## src/rtl/fp_pkg.sv

```systemverilog
// fp_pkg: flag indices, flag type and NaN helpers shared by the divider result path
package fp_pkg;
  localparam int FLG_NV = 3;
  localparam int FLG_DZ = 2;
  localparam int FLG_OF = 1;
  localparam int FLG_UF = 0;
  typedef logic [3:0] fp_flags_t;
  function automatic logic [63:0] canon_nan(input int exp_w, input int frac_w);
    return (((64'd1 << exp_w) - 64'd1) << frac_w) | (64'd1 << (frac_w - 1));
  endfunction
  function automatic logic is_nan(input logic [63:0] w, input int exp_w, input int frac_w);
    logic [63:0] e_mask;
    logic [63:0] f_mask;
    e_mask = (64'd1 << exp_w) - 64'd1;
    f_mask = (64'd1 << frac_w) - 64'd1;
    return (((w >> frac_w) & e_mask) == e_mask) && ((w & f_mask) != 64'd0);
  endfunction
endpackage

```

## src/rtl/fp_result_store.sv

```systemverilog
// fp_result_store: DEPTH-entry register array, one write port and one asynchronous read port
module fp_result_store #(
  parameter int DW    = 36,
  parameter int DEPTH = 4,
  parameter int AW    = $clog2(DEPTH)
) (
  input  logic          clk,
  input  logic          we,
  input  logic [AW-1:0] waddr,
  input  logic [DW-1:0] wdata,
  input  logic [AW-1:0] raddr,
  output logic [DW-1:0] rdata
);
  logic [DW-1:0] mem [DEPTH];
  always_ff @(posedge clk) begin
    if (we) mem[waddr] <= wdata;
  end
  assign rdata = mem[raddr];
endmodule

```

## src/rtl/fp_result_fifo.sv

```systemverilog
// fp_result_fifo: buffers divider results with sticky flags; FP_CANON_NAN_EN canonicalises NaNs on push
module fp_result_fifo
  import fp_pkg::*;
#(
  parameter int EXP   = 8,
  parameter int FRAC  = 23,
  parameter int WIDTH = EXP + FRAC + 1,
  parameter int DEPTH = 4
) (
  input  logic                     clk,
  input  logic                     rst_n,
  input  logic                     in_valid,
  output logic                     in_ready,
  input  logic [WIDTH-1:0]         in_r,
  input  logic [3:0]               in_flags,
  output logic                     out_valid,
  input  logic                     out_ready,
  output logic [WIDTH-1:0]         out_r,
  output logic [3:0]               out_flags,
  output logic [3:0]               sticky_flags,
  input  logic                     sticky_clr,
  output logic [$clog2(DEPTH):0]   count
);
  localparam int AW = $clog2(DEPTH);
  localparam int PW = AW + 1;
  logic [PW-1:0] wr_ptr_q, wr_ptr_d, rd_ptr_q, rd_ptr_d;
  fp_flags_t sticky_q, sticky_d, st_flags, rd_flags;
  logic [WIDTH-1:0] st_r, rd_r;
  logic full, empty, push, pop;
  assign full      = (wr_ptr_q[AW] != rd_ptr_q[AW]) && (wr_ptr_q[AW-1:0] == rd_ptr_q[AW-1:0]);
  assign empty     = wr_ptr_q == rd_ptr_q;
  assign in_ready  = !full;
  assign out_valid = !empty;
  assign push      = in_valid && in_ready;
  assign pop       = out_valid && out_ready;
`ifdef FP_CANON_NAN_EN
  logic nan;
  assign nan      = is_nan(64'(in_r), EXP, FRAC);
  assign st_r     = nan ? WIDTH'(canon_nan(EXP, FRAC)) : in_r;
  assign st_flags = in_flags | (fp_flags_t'(nan) << FLG_NV);
`else
  assign st_r     = in_r;
  assign st_flags = in_flags;
`endif
  always_comb begin
    wr_ptr_d = wr_ptr_q + PW'(push);
    rd_ptr_d = rd_ptr_q + PW'(pop);
    sticky_d = (sticky_clr ? '0 : sticky_q) | (push ? st_flags : '0);
  end
  always_ff @(posedge clk or negedge rst_n) begin
    if (!rst_n) begin
      wr_ptr_q <= '0;
      rd_ptr_q <= '0;
      sticky_q <= '0;
    end else begin
      wr_ptr_q <= wr_ptr_d;
      rd_ptr_q <= rd_ptr_d;
      sticky_q <= sticky_d;
    end
  end
  fp_result_store #(.DW(WIDTH + 4), .DEPTH(DEPTH), .AW(AW)) u_store (
    .clk  (clk),
    .we   (push),
    .waddr(wr_ptr_q[AW-1:0]),
    .wdata({st_flags, st_r}),
    .raddr(rd_ptr_q[AW-1:0]),
    .rdata({rd_flags, rd_r})
  );
  // storage is not reset, so the head is masked while empty
  assign out_r        = empty ? '0 : rd_r;
  assign out_flags    = empty ? '0 : rd_flags;
  assign sticky_flags = sticky_q;
  assign count        = wr_ptr_q - rd_ptr_q;
endmodule

```

## config.mk

```make
export PLATFORM = sky130hd
export DESIGN_NAME = fp_result_fifo
export DESIGN_NICKNAME = d
export VERILOG_FILES = /design/src/rtl/fp_pkg.sv /design/src/rtl/fp_result_store.sv /design/src/rtl/fp_result_fifo.sv
export SDC_FILE = /design/constraint.sdc
export NUM_CORES = 1
export LEC_CHECK = 0
export CAP_MARGIN = 20
export CORE_ASPECT_RATIO = 0.8
export CORE_MARGIN = 2
export CORE_UTILIZATION = 55
export CTS_BUF_LIST = sky130_fd_sc_hd__clkbuf_8
export CTS_CLUSTER_DIAMETER = 40
export DETAILED_ROUTE_END_ITERATION = 16
export PLACE_DENSITY = 0.78
export SYNTH_ARGS = -nofsm -noshare
export SYNTH_HDL_FRONTEND = slang
export SYNTH_HIERARCHICAL = 1
export SYNTH_SLANG_ARGS = --single-unit
```

## constraint.sdc

```tcl
create_clock -name clk -period 8.65 [get_ports clk]
set_input_delay 2.1625 -clock clk [delete_from_list [all_inputs] [get_ports clk]]
set_output_delay 2.1625 -clock clk [all_outputs]
set_load 0.1 [all_outputs]
```

==> results of run 1 <==
==> kinds of logic after synthesis <==
kind of cell	after synthesis
compound gates	4
xor+xnor	4
fa+ha+maj	7
buf+inv	23
flops	154
mux	36
simple gates	49
==> how the worst min path moves through the flow <==
stage	start	to	slack [ns]	cells past startpoint
global route	rd_ptr_q[2]$_DFF_PN0_	rd_ptr_q[2]$_DFF_PN0_	0.54	1
finish	wr_ptr_q[2]$_DFF_PN0_	wr_ptr_q[2]$_DFF_PN0_	0.51	1
floorplan	wr_ptr_q[2]$_DFF_PN0_	wr_ptr_q[2]$_DFF_PN0_	0.46	1
detailed placement	rd_ptr_q[2]$_DFF_PN0_	rd_ptr_q[2]$_DFF_PN0_	0.50	1
CTS	rd_ptr_q[2]$_DFF_PN0_	rd_ptr_q[2]$_DFF_PN0_	0.51	1
global placement	wr_ptr_q[2]$_DFF_PN0_	wr_ptr_q[2]$_DFF_PN0_	0.48	1
==> critical path, delay by kind of cell (launching register included) <==
family | cells | cell delay (ns)
DFF | 1 | 1.01
and+or+nand+nor | 2 | 0.76
buffers and inverters | 2 | 1.29
adders and majority gates | 1 | 0.32
==> sequential cells by signal, summed over array words and instances, names as in the netlist <==
name,flops
wr_ptr_q,3
rd_ptr_q,3
u_store/mem,144
sticky_flags,4
==> placed cells by master (no fill, tap or decap), types with 2 or more instances in the layout <==
cell type,count
sky130_fd_sc_hd__ha_1,6
sky130_fd_sc_hd__inv_1,11
sky130_fd_sc_hd__buf_4,2
sky130_fd_sc_hd__mux4_1,6
sky130_fd_sc_hd__xnor2_1,2
sky130_fd_sc_hd__nand2_1,5
sky130_fd_sc_hd__clkinv_4,5
sky130_fd_sc_hd__clkbuf_8,17
sky130_fd_sc_hd__bufinv_16,3
sky130_fd_sc_hd__edfxtp_1,144
sky130_fd_sc_hd__and3_2,2
sky130_fd_sc_hd__mux4_2,30
sky130_fd_sc_hd__dfrtp_2,2
sky130_fd_sc_hd__dfrtp_1,8
sky130_fd_sc_hd__xor2_1,2
sky130_fd_sc_hd__clkdlybuf4s50_1,85
sky130_fd_sc_hd__clkinvlp_4,2
sky130_fd_sc_hd__clkinv_2,3
sky130_fd_sc_hd__nor2b_1,38
sky130_fd_sc_hd__and3b_2,2
sky130_fd_sc_hd__o22ai_1,4
==> area by class of cell <==
type | count | area share (%)
sequential | 154 | 62.1
clock buffer | 17 | 3.17
timing repair buffer | 87 | 11.7
inverter | 11 | 0.560
multi-input combinational | 100 | 17.6
tap | 144 | 2.44
clock inverter | 15 | 2.39
==> per-layer routing <==
metal | wire length [um] | global-route usage, % | vias to the layer above
met5 | 0 | 0 | -
met4 | 78 | 5.19 | 0
met3 | 645 | 7.04 | 9
met2 | 4910 | 29.0 | 93
met1 | 4670 | 25.7 | 1495
li1 | - | - | 1290
==> through the flow <==
step | setup slack, ns | instance area [sq um] | std cells | utilization [%] | hold slack (ns)
2_1_floorplan | 3.09 | 6030 | 277 | - | 0.459
3_3_place_gp | 3.09 | 6960 | 496 | 64.7 | 0.482
5_1_grt | 2.36 | 7370 | 528 | 68.5 | 0.540
6_report | 2.66 | 7370 | 528 | 68.5 | 0.509
4_1_cts | 2.58 | 7370 | 528 | 68.5 | 0.512
3_5_place_dp | 3.08 | 6960 | 496 | 64.7 | 0.496
==> report_table.html, run 1 <==
<table>
<tr><th>Metric</th><th>Value</th></tr>
<tr><th colspan="2">Run status</th></tr>
<tr><td>Status</td><td>completed</td></tr>
<tr><th colspan="2">Global routing</th></tr>
<tr><td>Initial antenna violation count</td><td>0</td></tr>
<tr><td>Maximum number of pins on one net before global-route repair</td><td>40</td></tr>
<tr><td>Global-route wire length before repair</td><td>16.2 mm</td></tr>
<tr><td>Global-route congestion overflow total</td><td>0</td></tr>
<tr><td>Global-route usage over all layers</td><td>18.8%</td></tr>
<tr><td>Via count of the first global-routing pass</td><td>3055</td></tr>
<tr><th colspan="2">Critical path</th></tr>
<tr><td>Critical-path cell list</td><td>inv_1, ha_1, and3_2, nor2b_1, clkdlybuf4s50_1</td></tr>
<tr><td>Arrival time at the worst endpoint</td><td>3.83 ns</td></tr>
<tr><td>Crit path max fanout</td><td>39</td></tr>
<tr><td>Critical path's largest stage delay</td><td>1.18 ns</td></tr>
<tr><td>Critical path start-end classification</td><td>flip-flop to primary output</td></tr>
<tr><td>Minimum setup slack among reg-to-reg paths</td><td>5.46 ns</td></tr>
<tr><td>Critical path endpoint category</td><td>primary output</td></tr>
<tr><td>CP Capture Point</td><td>out_r[31]</td></tr>
<tr><td>RR Endpoint</td><td>u_store/mem[2][9]$_DFFE_PP_</td></tr>
<tr><td>Data required time at the worst endpoint</td><td>6.49 ns</td></tr>
<tr><td>Crit. Startpoint</td><td>rd_ptr_q[1]$_DFF_PN0_</td></tr>
<tr><td>Critical path launch point type</td><td>flip-flop</td></tr>
<tr><td>Launch point of the worst reg-to-reg path</td><td>rd_ptr_q[1]$_DFF_PN0_</td></tr>
<tr><td>CP max-delay cell</td><td>sky130_fd_sc_hd__clkdlybuf4s50_1</td></tr>
<tr><td>FF-to-FF path depth</td><td>6</td></tr>
<tr><th colspan="2">Drt</th></tr>
<tr><td>Post-route antenna net violation count</td><td>0</td></tr>
<tr><td>Post-route DRC violation count</td><td>0</td></tr>
<tr><td>Vias/cell</td><td>5.47</td></tr>
<tr><td>Via count</td><td>2887</td></tr>
<tr><td>First-iteration detailed-routing DRC count</td><td>229</td></tr>
<tr><td>First drt pass iteration count</td><td>5</td></tr>
<tr><td>WL final</td><td>10.3 mm</td></tr>
<tr><td>Routed wirelength normalized by instance count</td><td>19.5 um</td></tr>
<tr><th colspan="2">Clock network</th></tr>
<tr><td>CTS tree</td><td>yes</td></tr>
<tr><td>Number of CTS-inserted buffers</td><td>17</td></tr>
<tr><td>Clock latency on the worst-skew pair</td><td>0.43 ns</td></tr>
<tr><td>CTS clock-pin slew for the worst setup and hold paths</td><td>0.07 ns</td></tr>
<tr><td>Clk sinks</td><td>154</td></tr>
<tr><td>Number of buffers on the longest clock path</td><td>2</td></tr>
<tr><td>H-tree Lvls</td><td>4</td></tr>
<tr><td>Buffer type at the clock tree root</td><td>sky130_fd_sc_hd__clkbuf_8</td></tr>
<tr><td>Cts hold-fix bufs</td><td>0</td></tr>
<tr><td>Total setup buffers inserted after CTS</td><td>0</td></tr>
<tr><td>Number of gates resized after cts</td><td>0</td></tr>
<tr><th colspan="2">Synth</th></tr>
<tr><td>Post-synthesis net count</td><td>325</td></tr>
<tr><td>Share of Yosys cell area claimed by the top area cell type</td><td>71.7%</td></tr>
<tr><td>Number of synthesized flops with an enable pin</td><td>144</td></tr>
<tr><td>Summed instance area of the synthesized netlist</td><td>0.00603 sq mm</td></tr>
<tr><td>Synthesized-area fraction occupied by ao, oa, aoi and oai cells</td><td>0.415%</td></tr>
<tr><td>Post-Synth XOR/XNOR Area</td><td>0.581%</td></tr>
<tr><td>Yosys warning count</td><td>6</td></tr>
<tr><td>Commonest cells in the synthesized netlist</td><td>sky130_fd_sc_hd__edfxtp_1, sky130_fd_sc_hd__nor2b_1, sky130_fd_sc_hd__mux4_2</td></tr>
<tr><td>Proportion of synthesized chip area in sequential cells</td><td>75.8%</td></tr>
<tr><td>Distinct cell type count after synthesis</td><td>20</td></tr>
<tr><td>Cells taking the most area after synthesis</td><td>sky130_fd_sc_hd__edfxtp_1, sky130_fd_sc_hd__mux4_2, sky130_fd_sc_hd__dfrtp_1</td></tr>
<tr><td>Largest family of logic cells by synthesized area</td><td>multiplexers</td></tr>
<tr><td>Library cell occupying the most area in the post-synthesis netlist</td><td>sky130_fd_sc_hd__edfxtp_1</td></tr>
<tr><td>#FFs+latches synth</td><td>154</td></tr>
<tr><td>Area share of and/or/nand/nor cells after synthesis</td><td>4.94%</td></tr>
<tr><td>Average instance area after synthesis</td><td>21.8 sq um</td></tr>
<tr><td>Count leader, synth</td><td>sky130_fd_sc_hd__edfxtp_1</td></tr>
<tr><td>Multiplexer fraction of the synthesized cell area</td><td>13.8%</td></tr>
<tr><td>Asr flop ratio synth</td><td>6.49%</td></tr>
<tr><td>Synthesized-area fraction occupied by adder cells</td><td>1.58%</td></tr>
<tr><td>Instance count of the mapped netlist</td><td>277</td></tr>
<tr><td>Top FF cell, synth</td><td>sky130_fd_sc_hd__edfxtp_1</td></tr>
<tr><th colspan="2">Timing</th></tr>
<tr><td>Period Utilization, post-route</td><td>69.2%</td></tr>
<tr><td>Final worst clock skew</td><td>0.00576 ns</td></tr>
<tr><td>Number of setup violations in the final report</td><td>0</td></tr>
<tr><td>Final count of pins violating max slew</td><td>0</td></tr>
<tr><td>Shortest clock period the worst path allows after layout</td><td>5.99 ns</td></tr>
<tr><td>Max-Slew Margin vs Limit</td><td>33.2%</td></tr>
<tr><td>Fin Setup TNS</td><td>0 ns</td></tr>
<tr><td>Tightest Pin Transition</td><td>1.00 ns</td></tr>
<tr><td>Unrepaired setup endpoints after global routing</td><td>no</td></tr>
<tr><td>Fmax achieved</td><td>0.167 GHz</td></tr>
<tr><td>Final hold violation count</td><td>0</td></tr>
<tr><th colspan="2">Final layout</th></tr>
<tr><td>Area used by multi-input combinational logic</td><td>0.00130 sq mm</td></tr>
<tr><td>Number of antenna repair diodes</td><td>0</td></tr>
<tr><td>Final net count</td><td>419</td></tr>
<tr><td>Final-layout fill cell count</td><td>695</td></tr>
<tr><td>Combined flip-flop and latch cell area</td><td>0.00458 sq mm</td></tr>
<tr><td>Layout cell share with drive strength beyond 1</td><td>18.2%</td></tr>
<tr><td>Signed area change from the synthesized netlist to the final layout</td><td>22.2%</td></tr>
<tr><th colspan="2">Job</th></tr>
<tr><td>Max_cap viols</td><td>0</td></tr>
<tr><th colspan="2">Die</th></tr>
<tr><td>Floorplan die width</td><td>121 um</td></tr>
<tr><td>Floorplan core area</td><td>0.0108 sq mm</td></tr>
<tr><td>Top-level I/O count</td><td>86</td></tr>
<tr><td>Starting density of the core</td><td>56.0%</td></tr>
<tr><td>Die height</td><td>97.7 um</td></tr>
<tr><td>Std cell rows</td><td>34</td></tr>
<tr><td>Area of the die</td><td>0.0118 sq mm</td></tr>
<tr><th colspan="2">Worst hold path</th></tr>
<tr><td>Worst hold-check path type</td><td>flip-flop to flip-flop</td></tr>
<tr><th colspan="2">Place</th></tr>
<tr><td>Detail Placement HPWL</td><td>5.79 mm</td></tr>
<tr><td>GP Congestion</td><td>0.690</td></tr>
<tr><td>IO buf count</td><td>85</td></tr>
</table>
Power of run 1 is not shown: default switching activity piles up to over one toggle a cycle in this logic, so the estimate is an artifact.
==> run 2, diff against run 1 <==
Settings changed: CORE_UTILIZATION 55 to 51, PLACE_DENSITY 0.78 to 0.76.
Clock period 8.65 ns to 5.5 ns, I/O delays scaled along.
==> run 2 against run 1 <==
Wire length decreased by 2.9%. Sequential share of layout area is 0.31 points lower. Clock skew is 0.00075 ns higher. Sequential cell count is the same. Via count shrank 1.6%. Die area increased by 7.5%. Final cell count grew 0.95%. Critical path depth stayed put. Global-route usage fell by 2.0 points. Setup slack got worse by 1.3 ns. First-iteration DRC count down 28%. Cell area grew 0.51%. Largest cell class unchanged. Highest routed layer unchanged.
==> report_table.html, run 2 (synthesized netlist as in run 1, its figures left out) <==
<table>
<tr><th>Metric</th><th>Value</th></tr>
<tr><th colspan="2">Critical path</th></tr>
<tr><td>Data required time at the worst endpoint</td><td>4.12 ns (-2.37 ns)</td></tr>
<tr><td>Critical path's largest stage delay</td><td>1.15 ns (-0.03 ns)</td></tr>
<tr><td>Kind of cell adding the most delay to the critical path</td><td>buffers and inverters</td></tr>
<tr><td>CP max-delay cell</td><td>sky130_fd_sc_hd__clkdlybuf4s50_1</td></tr>
<tr><td>Arrival time at the worst endpoint</td><td>2.81 ns (-1.02 ns)</td></tr>
<tr><td>Critical path start-end classification</td><td>flip-flop to primary output</td></tr>
<tr><td>Critical path launch point type</td><td>flip-flop</td></tr>
<tr><td>FF-to-FF path depth</td><td>7 (+1)</td></tr>
<tr><td>Launch point of the worst reg-to-reg path</td><td>wr_ptr_q[0]$_DFF_PN0_</td></tr>
<tr><td>Crit path max fanout</td><td>6 (-85%)</td></tr>
<tr><td>Critical path endpoint category</td><td>primary output</td></tr>
<tr><td>Critical-path cell list</td><td>inv_1, ha_1, fa_1, xnor2_1, clkdlybuf4s50_1</td></tr>
<tr><td>Minimum setup slack among reg-to-reg paths</td><td>2.85 ns (-2.61 ns)</td></tr>
<tr><td>RR Endpoint</td><td>u_store/mem[0][17]$_DFFE_PP_</td></tr>
<tr><td>Worst path buffer plus inverter count</td><td>2 (unchanged)</td></tr>
<tr><th colspan="2">Job</th></tr>
<tr><td>Max_cap viols</td><td>0 (unchanged)</td></tr>
<tr><th colspan="2">Drt</th></tr>
<tr><td>Post-route antenna net violation count</td><td>0 (unchanged)</td></tr>
<tr><td>Vias/cell</td><td>5.33 (-2.5%)</td></tr>
<tr><td>First drt pass iteration count</td><td>5 (unchanged)</td></tr>
<tr><td>WL final</td><td>10.0 mm (-2.9%)</td></tr>
<tr><td>First-iteration detailed-routing DRC count</td><td>164 (-28%)</td></tr>
<tr><td>Via count</td><td>2842 (-1.6%)</td></tr>
<tr><td>Post-route DRC violation count</td><td>0 (unchanged)</td></tr>
<tr><td>Routed wirelength normalized by instance count</td><td>18.8 um (-3.8%)</td></tr>
<tr><th colspan="2">Final layout</th></tr>
<tr><td>Flip-flop count of the largest register, all copies and words added</td><td>144 (unchanged)</td></tr>
<tr><td>Layout cell share with drive strength beyond 1</td><td>28.3% (+10 points)</td></tr>
<tr><td>Final instance count without filler cells</td><td>533 (+0.95%)</td></tr>
<tr><td>Final net count</td><td>420 (+0.24%)</td></tr>
<tr><td>Signed area change from the synthesized netlist to the final layout</td><td>22.8%</td></tr>
<tr><td>Commonest cells after routing, fill and taps aside</td><td>sky130_fd_sc_hd__edfxtp_1, sky130_fd_sc_hd__clkdlybuf4s50_1, sky130_fd_sc_hd__buf_4</td></tr>
<tr><td>Commonest non-fill, non-tap cell in the layout</td><td>sky130_fd_sc_hd__edfxtp_1</td></tr>
<tr><td>Number of antenna repair diodes</td><td>0 (unchanged)</td></tr>
<tr><td>Register with the most flip-flops</td><td>u_store/mem</td></tr>
<tr><th colspan="2">Die</th></tr>
<tr><td>Starting density of the core</td><td>52.4% (-3.7 points)</td></tr>
<tr><td>Std cell rows</td><td>35 (+2.9%)</td></tr>
<tr><td>Area of the die</td><td>0.0127 sq mm (+7.5%)</td></tr>
<tr><td>Top-level I/O count</td><td>86 (unchanged)</td></tr>
<tr><td>Floorplan die width</td><td>126 um (+3.7%)</td></tr>
<tr><td>Die height</td><td>101 um (+3.7%)</td></tr>
<tr><td>Floorplan core area</td><td>0.0115 sq mm (+7.0%)</td></tr>
<tr><th colspan="2">Clock network</th></tr>
<tr><td>Number of buffers on the longest clock path</td><td>2 (unchanged)</td></tr>
<tr><td>Number of gates resized after cts</td><td>0 (unchanged)</td></tr>
<tr><td>Total setup buffers inserted after CTS</td><td>0 (unchanged)</td></tr>
<tr><td>Clk sinks</td><td>154 (unchanged)</td></tr>
<tr><td>Buffer type at the clock tree root</td><td>sky130_fd_sc_hd__clkbuf_8</td></tr>
<tr><td>CTS clock-pin slew for the worst setup and hold paths</td><td>0.08 ns (about the same)</td></tr>
<tr><td>Cts hold-fix bufs</td><td>0 (unchanged)</td></tr>
<tr><td>Clock latency on the worst-skew pair</td><td>0.42 ns (about the same)</td></tr>
<tr><td>H-tree Lvls</td><td>4 (unchanged)</td></tr>
<tr><td>Number of CTS-inserted buffers</td><td>17 (unchanged)</td></tr>
<tr><td>CTS tree</td><td>yes</td></tr>
<tr><th colspan="2">Timing</th></tr>
<tr><td>Unrepaired setup endpoints after global routing</td><td>no</td></tr>
<tr><td>Fmax achieved</td><td>0.239 GHz</td></tr>
<tr><td>Final worst clock skew</td><td>0.00651 ns (+0.000751 ns)</td></tr>
<tr><td>Max-Slew Margin vs Limit</td><td>32.5% (-0.66 points)</td></tr>
<tr><td>Final hold violation count</td><td>0 (unchanged)</td></tr>
<tr><td>Number of setup violations in the final report</td><td>0 (unchanged)</td></tr>
<tr><td>Period Utilization, post-route</td><td>76.0%</td></tr>
<tr><td>Tightest Pin Transition</td><td>1.01 ns (+0.00994 ns)</td></tr>
<tr><td>Final count of pins violating max slew</td><td>0 (unchanged)</td></tr>
<tr><td>Fin Setup TNS</td><td>0 ns (unchanged)</td></tr>
<tr><td>Shortest clock period the worst path allows after layout</td><td>4.18 ns</td></tr>
<tr><th colspan="2">Global routing</th></tr>
<tr><td>Maximum number of pins on one net before global-route repair</td><td>39 (-2.5%)</td></tr>
<tr><td>Global-route wire length before repair</td><td>15.7 mm (-3.3%)</td></tr>
<tr><td>Via count of the first global-routing pass</td><td>3039 (-0.52%)</td></tr>
<tr><td>Initial antenna violation count</td><td>0 (unchanged)</td></tr>
<tr><td>Global-route usage over all layers</td><td>16.8% (-2.0 points)</td></tr>
<tr><td>Global-route congestion overflow total</td><td>0 (unchanged)</td></tr>
<tr><th colspan="2">Place</th></tr>
<tr><td>IO buf count</td><td>85 (unchanged)</td></tr>
<tr><td>GP Congestion</td><td>0.749 (+8.6%)</td></tr>
<tr><td>Dpl cells</td><td>501 (+1.0%)</td></tr>
<tr><td>Detail Placement HPWL</td><td>5.94 mm (+2.5%)</td></tr>
<tr><th colspan="2">Worst hold path</th></tr>
<tr><td>Hold_sp</td><td>wr_ptr_q[2]$_DFF_PN0_</td></tr>
<tr><td>Hold-critical path depth</td><td>1 (unchanged)</td></tr>
<tr><td>Worst hold-check path type</td><td>flip-flop to flip-flop</td></tr>
<tr><td>Hold Path Sink</td><td>wr_ptr_q[2]$_DFF_PN0_</td></tr>
<tr><th colspan="2">Run status</th></tr>
<tr><td>Status</td><td>completed</td></tr>
</table>
## run 2: layout make-up
class                   count  area, sq um
flip-flops and latches    154         4580
fillers                   785         4110
multi-input cells         100         1300
repair buffers             88          793
clock inverters            14          268
clock buffers              18          248
well taps                 148          185
inverters                  11         41.3
## run 2: worst register-to-register path, delay by kind of cell (launching register included)
family        cells  cell delay (ns)
simple gates      4             1.22
flops             1             0.43
buf+inv           2             0.37
fa+ha+maj         1             0.32
## run 2: per-stage QoR
stage / setup slack, ns / hold slack, ns / util [%] / area (sq um)
floorplan: 0.724 / 0.459 / - / 6030
global placement: 1.79 / 0.473 / 59.8 / 6890
detailed placement: 1.76 / 0.478 / 59.8 / 6890
CTS: 1.27 / 0.511 / 64.3 / 7410
global route: 1.19 / 0.522 / 64.3 / 7410
finish: 1.32 / 0.514 / 64.3 / 7410
## run 2: how the worst max path moves through the flow
| stage | from | endpoint | slack (ns) | cells after the start |
|---|---|---|---|---|
| finish | wr_ptr_q[0]$_DFF_PN0_ | count[2] | 1.32 | 5 |
| CTS | wr_ptr_q[0]$_DFF_PN0_ | count[2] | 1.27 | 5 |
| global placement | wr_ptr_q[0]$_DFF_PN0_ | count[2] | 1.79 | 5 |
| detailed placement | wr_ptr_q[0]$_DFF_PN0_ | count[2] | 1.76 | 5 |
| global route | wr_ptr_q[0]$_DFF_PN0_ | count[2] | 1.19 | 5 |
| floorplan | in_valid | u_store/mem[0][0]$_DFFE_PP_ | 0.72 | 2 |
## run 2: routing by layer
| metal | track usage, % | wire length [um] | up-vias |
|---|---|---|---|
| met5 | 0 | 0 | - |
| met4 | 6.32 | 128 | 0 |
| met3 | 5.12 | 558 | 12 |
| met2 | 28.9 | 5090 | 85 |
| met1 | 20.6 | 4220 | 1449 |
| li1 | - | - | 1296 |
Power of run 2 is left out for the same reason.
==> run 3, diff against run 2 <==
Settings changed: CORE_UTILIZATION 51 to 55, PLACE_DENSITY 0.76 to 0.78.
Clock period 5.5 ns to 4 ns, I/O delays scaled along.
==> run 3 against run 2 <==
Sequential cell count is the same. Setup slack got worse by 0.91 ns. Critical path depth decreased by 1. Clock-buffer cell count fell by 1. Non-clock buffer count is 4 higher. Cell area grew 5.2%. Clock skew grew 0.0029 ns. Critical path type unchanged. Largest cell class unchanged.
==> report_table.html, run 3 (synthesized netlist as in run 1, its figures left out) <==
<table>
<tr><th>Metric</th><th>Value</th></tr>
<tr><th colspan="2">Clock network</th></tr>
<tr><td>CTS tree</td><td>yes</td></tr>
<tr><td>Buffer type at the clock tree root</td><td>sky130_fd_sc_hd__clkbuf_8</td></tr>
<tr><td>Total setup buffers inserted after CTS</td><td>0 (unchanged)</td></tr>
<tr><td>Number of CTS-inserted buffers</td><td>17 (unchanged)</td></tr>
<tr><td>Cts hold-fix bufs</td><td>0 (unchanged)</td></tr>
<tr><td>Number of buffers on the longest clock path</td><td>2 (unchanged)</td></tr>
<tr><td>Clk sinks</td><td>154 (unchanged)</td></tr>
<tr><td>H-tree Lvls</td><td>4 (unchanged)</td></tr>
<tr><td>Number of gates resized after cts</td><td>0 (unchanged)</td></tr>
<tr><td>Clock latency on the worst-skew pair</td><td>0.43 ns (about the same)</td></tr>
<tr><td>CTS clock-pin slew for the worst setup and hold paths</td><td>0.08 ns (about the same)</td></tr>
<tr><th colspan="2">Critical path</th></tr>
<tr><td>Critical path start-end classification</td><td>flip-flop to primary output</td></tr>
<tr><td>Kind of cell adding the most delay to the critical path</td><td>buffers and inverters</td></tr>
<tr><td>Number of cells on the critical path</td><td>4 (-1)</td></tr>
<tr><td>RR Endpoint</td><td>u_store/mem[1][11]$_DFFE_PP_</td></tr>
<tr><td>Worst path buffer plus inverter count</td><td>2 (unchanged)</td></tr>
<tr><td>Critical path's largest stage delay</td><td>0.66 ns (-0.49 ns)</td></tr>
<tr><td>Launch point of the worst reg-to-reg path</td><td>rd_ptr_q[0]$_DFF_PN0_</td></tr>
<tr><td>Crit path max fanout</td><td>25 (+19)</td></tr>
<tr><td>Arrival time at the worst endpoint</td><td>2.59 ns (-0.22 ns)</td></tr>
<tr><td>Data required time at the worst endpoint</td><td>3.00 ns (-1.12 ns)</td></tr>
<tr><td>Critical path endpoint category</td><td>primary output</td></tr>
<tr><td>FF-to-FF path depth</td><td>6 (-1)</td></tr>
<tr><td>Critical path launch point type</td><td>flip-flop</td></tr>
<tr><td>CP max-delay cell</td><td>sky130_fd_sc_hd__dfrtp_2</td></tr>
<tr><td>Minimum setup slack among reg-to-reg paths</td><td>1.35 ns (-1.50 ns)</td></tr>
<tr><td>Critical-path cell list</td><td>buf_4, mux4_1, nor2b_1, buf_12</td></tr>
<tr><th colspan="2">Drt</th></tr>
<tr><td>Via count</td><td>2874 (+1.1%)</td></tr>
<tr><td>WL final</td><td>10.3 mm (+3.5%)</td></tr>
<tr><td>Post-route DRC violation count</td><td>0 (unchanged)</td></tr>
<tr><td>First-iteration detailed-routing DRC count</td><td>149 (-9.1%)</td></tr>
<tr><td>First drt pass iteration count</td><td>4 (-1)</td></tr>
<tr><td>Vias/cell</td><td>5.41 (+1.5%)</td></tr>
<tr><td>Routed wirelength normalized by instance count</td><td>19.5 um (+3.8%)</td></tr>
<tr><td>Post-route antenna net violation count</td><td>0 (unchanged)</td></tr>
<tr><th colspan="2">Timing</th></tr>
<tr><td>Number of setup violations in the final report</td><td>0 (unchanged)</td></tr>
<tr><td>Tightest Pin Transition</td><td>0.968 ns (-0.0442 ns)</td></tr>
<tr><td>Period Utilization, post-route</td><td>89.8%</td></tr>
<tr><td>Final hold violation count</td><td>0 (unchanged)</td></tr>
<tr><td>Shortest clock period the worst path allows after layout</td><td>3.59 ns</td></tr>
<tr><td>Fmax achieved</td><td>0.278 GHz</td></tr>
<tr><td>Fin Setup TNS</td><td>0 ns (unchanged)</td></tr>
<tr><td>Final count of pins violating max slew</td><td>0 (unchanged)</td></tr>
<tr><td>Max-Slew Margin vs Limit</td><td>35.3% (+2.7 points)</td></tr>
<tr><td>Final worst clock skew</td><td>0.00941 ns (+0.00290 ns)</td></tr>
<tr><td>Worst-case setup margin in the final layout</td><td>0.408 ns (-0.912 ns)</td></tr>
<tr><td>Unrepaired setup endpoints after global routing</td><td>no</td></tr>
<tr><th colspan="2">Final layout</th></tr>
<tr><td>Flip-flop count of the largest register, all copies and words added</td><td>144 (unchanged)</td></tr>
<tr><td>Commonest cells after routing, fill and taps aside</td><td>sky130_fd_sc_hd__edfxtp_1, sky130_fd_sc_hd__clkdlybuf4s50_1, sky130_fd_sc_hd__buf_12</td></tr>
<tr><td>Number of antenna repair diodes</td><td>0 (unchanged)</td></tr>
<tr><td>Commonest non-fill, non-tap cell in the layout</td><td>sky130_fd_sc_hd__edfxtp_1</td></tr>
<tr><td>Layout cell share with drive strength beyond 1</td><td>29.5% (+1.1 points)</td></tr>
<tr><td>Register with the most flip-flops</td><td>u_store/mem</td></tr>
<tr><td>Final net count</td><td>424 (+0.95%)</td></tr>
<tr><td>Signed area change from the synthesized netlist to the final layout</td><td>29.2%</td></tr>
<tr><th colspan="2">Die</th></tr>
<tr><td>Floorplan core area</td><td>0.0108 sq mm (-6.6%)</td></tr>
<tr><td>Floorplan die width</td><td>121 um (-3.6%)</td></tr>
<tr><td>Starting density of the core</td><td>56.0% (+3.7 points)</td></tr>
<tr><td>Std cell rows</td><td>34 (-2.9%)</td></tr>
<tr><td>Die height</td><td>97.7 um (-3.6%)</td></tr>
<tr><td>Top-level I/O count</td><td>86 (unchanged)</td></tr>
<tr><td>Area of the die</td><td>0.0118 sq mm (-7.0%)</td></tr>
<tr><th colspan="2">Worst hold path</th></tr>
<tr><td>Hold Path Sink</td><td>rd_ptr_q[2]$_DFF_PN0_</td></tr>
<tr><td>Worst hold-check path type</td><td>flip-flop to flip-flop</td></tr>
<tr><td>Hold_sp</td><td>rd_ptr_q[2]$_DFF_PN0_</td></tr>
<tr><td>Hold-critical path depth</td><td>1 (unchanged)</td></tr>
<tr><th colspan="2">Place</th></tr>
<tr><td>DP Worst Slack</td><td>0.825 ns (-0.931 ns)</td></tr>
<tr><td>GP Congestion</td><td>0.706 (-5.8%)</td></tr>
<tr><td>Detail Placement HPWL</td><td>6.24 mm (+5.1%)</td></tr>
<tr><td>IO buf count</td><td>85 (unchanged)</td></tr>
<tr><th colspan="2">Global routing</th></tr>
<tr><td>Initial antenna violation count</td><td>0 (unchanged)</td></tr>
<tr><td>Maximum number of pins on one net before global-route repair</td><td>39 (unchanged)</td></tr>
<tr><td>Global-route usage over all layers</td><td>19.1% (+2.2 points)</td></tr>
<tr><td>Via count of the first global-routing pass</td><td>3013 (-0.86%)</td></tr>
<tr><td>Global-route congestion overflow total</td><td>0 (unchanged)</td></tr>
<tr><td>Global-route wire length before repair</td><td>16.1 mm (+2.8%)</td></tr>
<tr><th colspan="2">Job</th></tr>
<tr><td>Max_cap viols</td><td>0 (unchanged)</td></tr>
<tr><th colspan="2">Run status</th></tr>
<tr><td>Status</td><td>completed</td></tr>
</table>
## run 3: changes by cell type in the layout (fill, tap and decap cells not counted), moves of 3 or more
| cell | before | now |
|---|---|---|
| sky130_fd_sc_hd__buf_4 | 39 | 9 |
| sky130_fd_sc_hd__clkdlybuf4s50_1 | 48 | 44 |
| sky130_fd_sc_hd__buf_12 | 1 | 39 |
| sky130_fd_sc_hd__bufinv_16 | 7 | 3 |
| sky130_fd_sc_hd__inv_6 | 1 | 4 |
## run 3: per-stage QoR
| step | std cells | hold WS (ns) | util [%] | cell area, sq um |
|---|---|---|---|---|
| 3_5_place_dp | 501 | 0.482 | 68.7 | 7390 |
| 3_3_place_gp | 501 | 0.475 | 68.7 | 7390 |
| 2_1_floorplan | 277 | 0.459 | - | 6040 |
| 4_1_cts | 531 | 0.503 | 72.4 | 7790 |
| 6_report | 531 | 0.499 | 72.4 | 7790 |
| 5_1_grt | 531 | 0.521 | 72.4 | 7790 |
## run 3: worst max-delay path by stage
stage / start / to / slack [ns]
floorplan: wr_ptr_q[0]$_DFF_PN0_ / count[2] / 0.40
global placement: rd_ptr_q[0]$_DFF_PN0_ / out_r[2] / 0.84
detailed placement: rd_ptr_q[0]$_DFF_PN0_ / out_r[3] / 0.82
CTS: rd_ptr_q[0]$_DFF_PN0_ / out_r[1] / 0.34
global route: rd_ptr_q[0]$_DFF_PN0_ / out_r[1] / 0.24
finish: rd_ptr_q[0]$_DFF_PN0_ / out_r[1] / 0.41
## run 3: layer usage
metal	global-route usage [%]	share of wire, %
met5	0	0
met4	6.71	0.90
met3	5.63	5.9
met2	29.5	50
met1	26.2	44
## run 3: cell type report
type / count / area (sq um)
Clock buffer: 17 / 234
Tap cell: 144 / 180
Sequential cell: 154 / 4580
Inverter: 11 / 41.3
Timing Repair Buffer: 92 / 1290
Clock inverter: 13 / 169
Fill cell: 622 / 2970
Multi-Input combinational cell: 100 / 1300
## run 3: worst register-to-register path, delay by kind of cell, from the launching register on
family / cells / cell delay, ns
adder cells (fa/ha/maj): 1 / 0.36
buffers and inverters: 1 / 0.44
flip-flops: 1 / 0.66
AND/OR/NAND/NOR: 4 / 0.82
Power of run 3 is left out for the same reason.
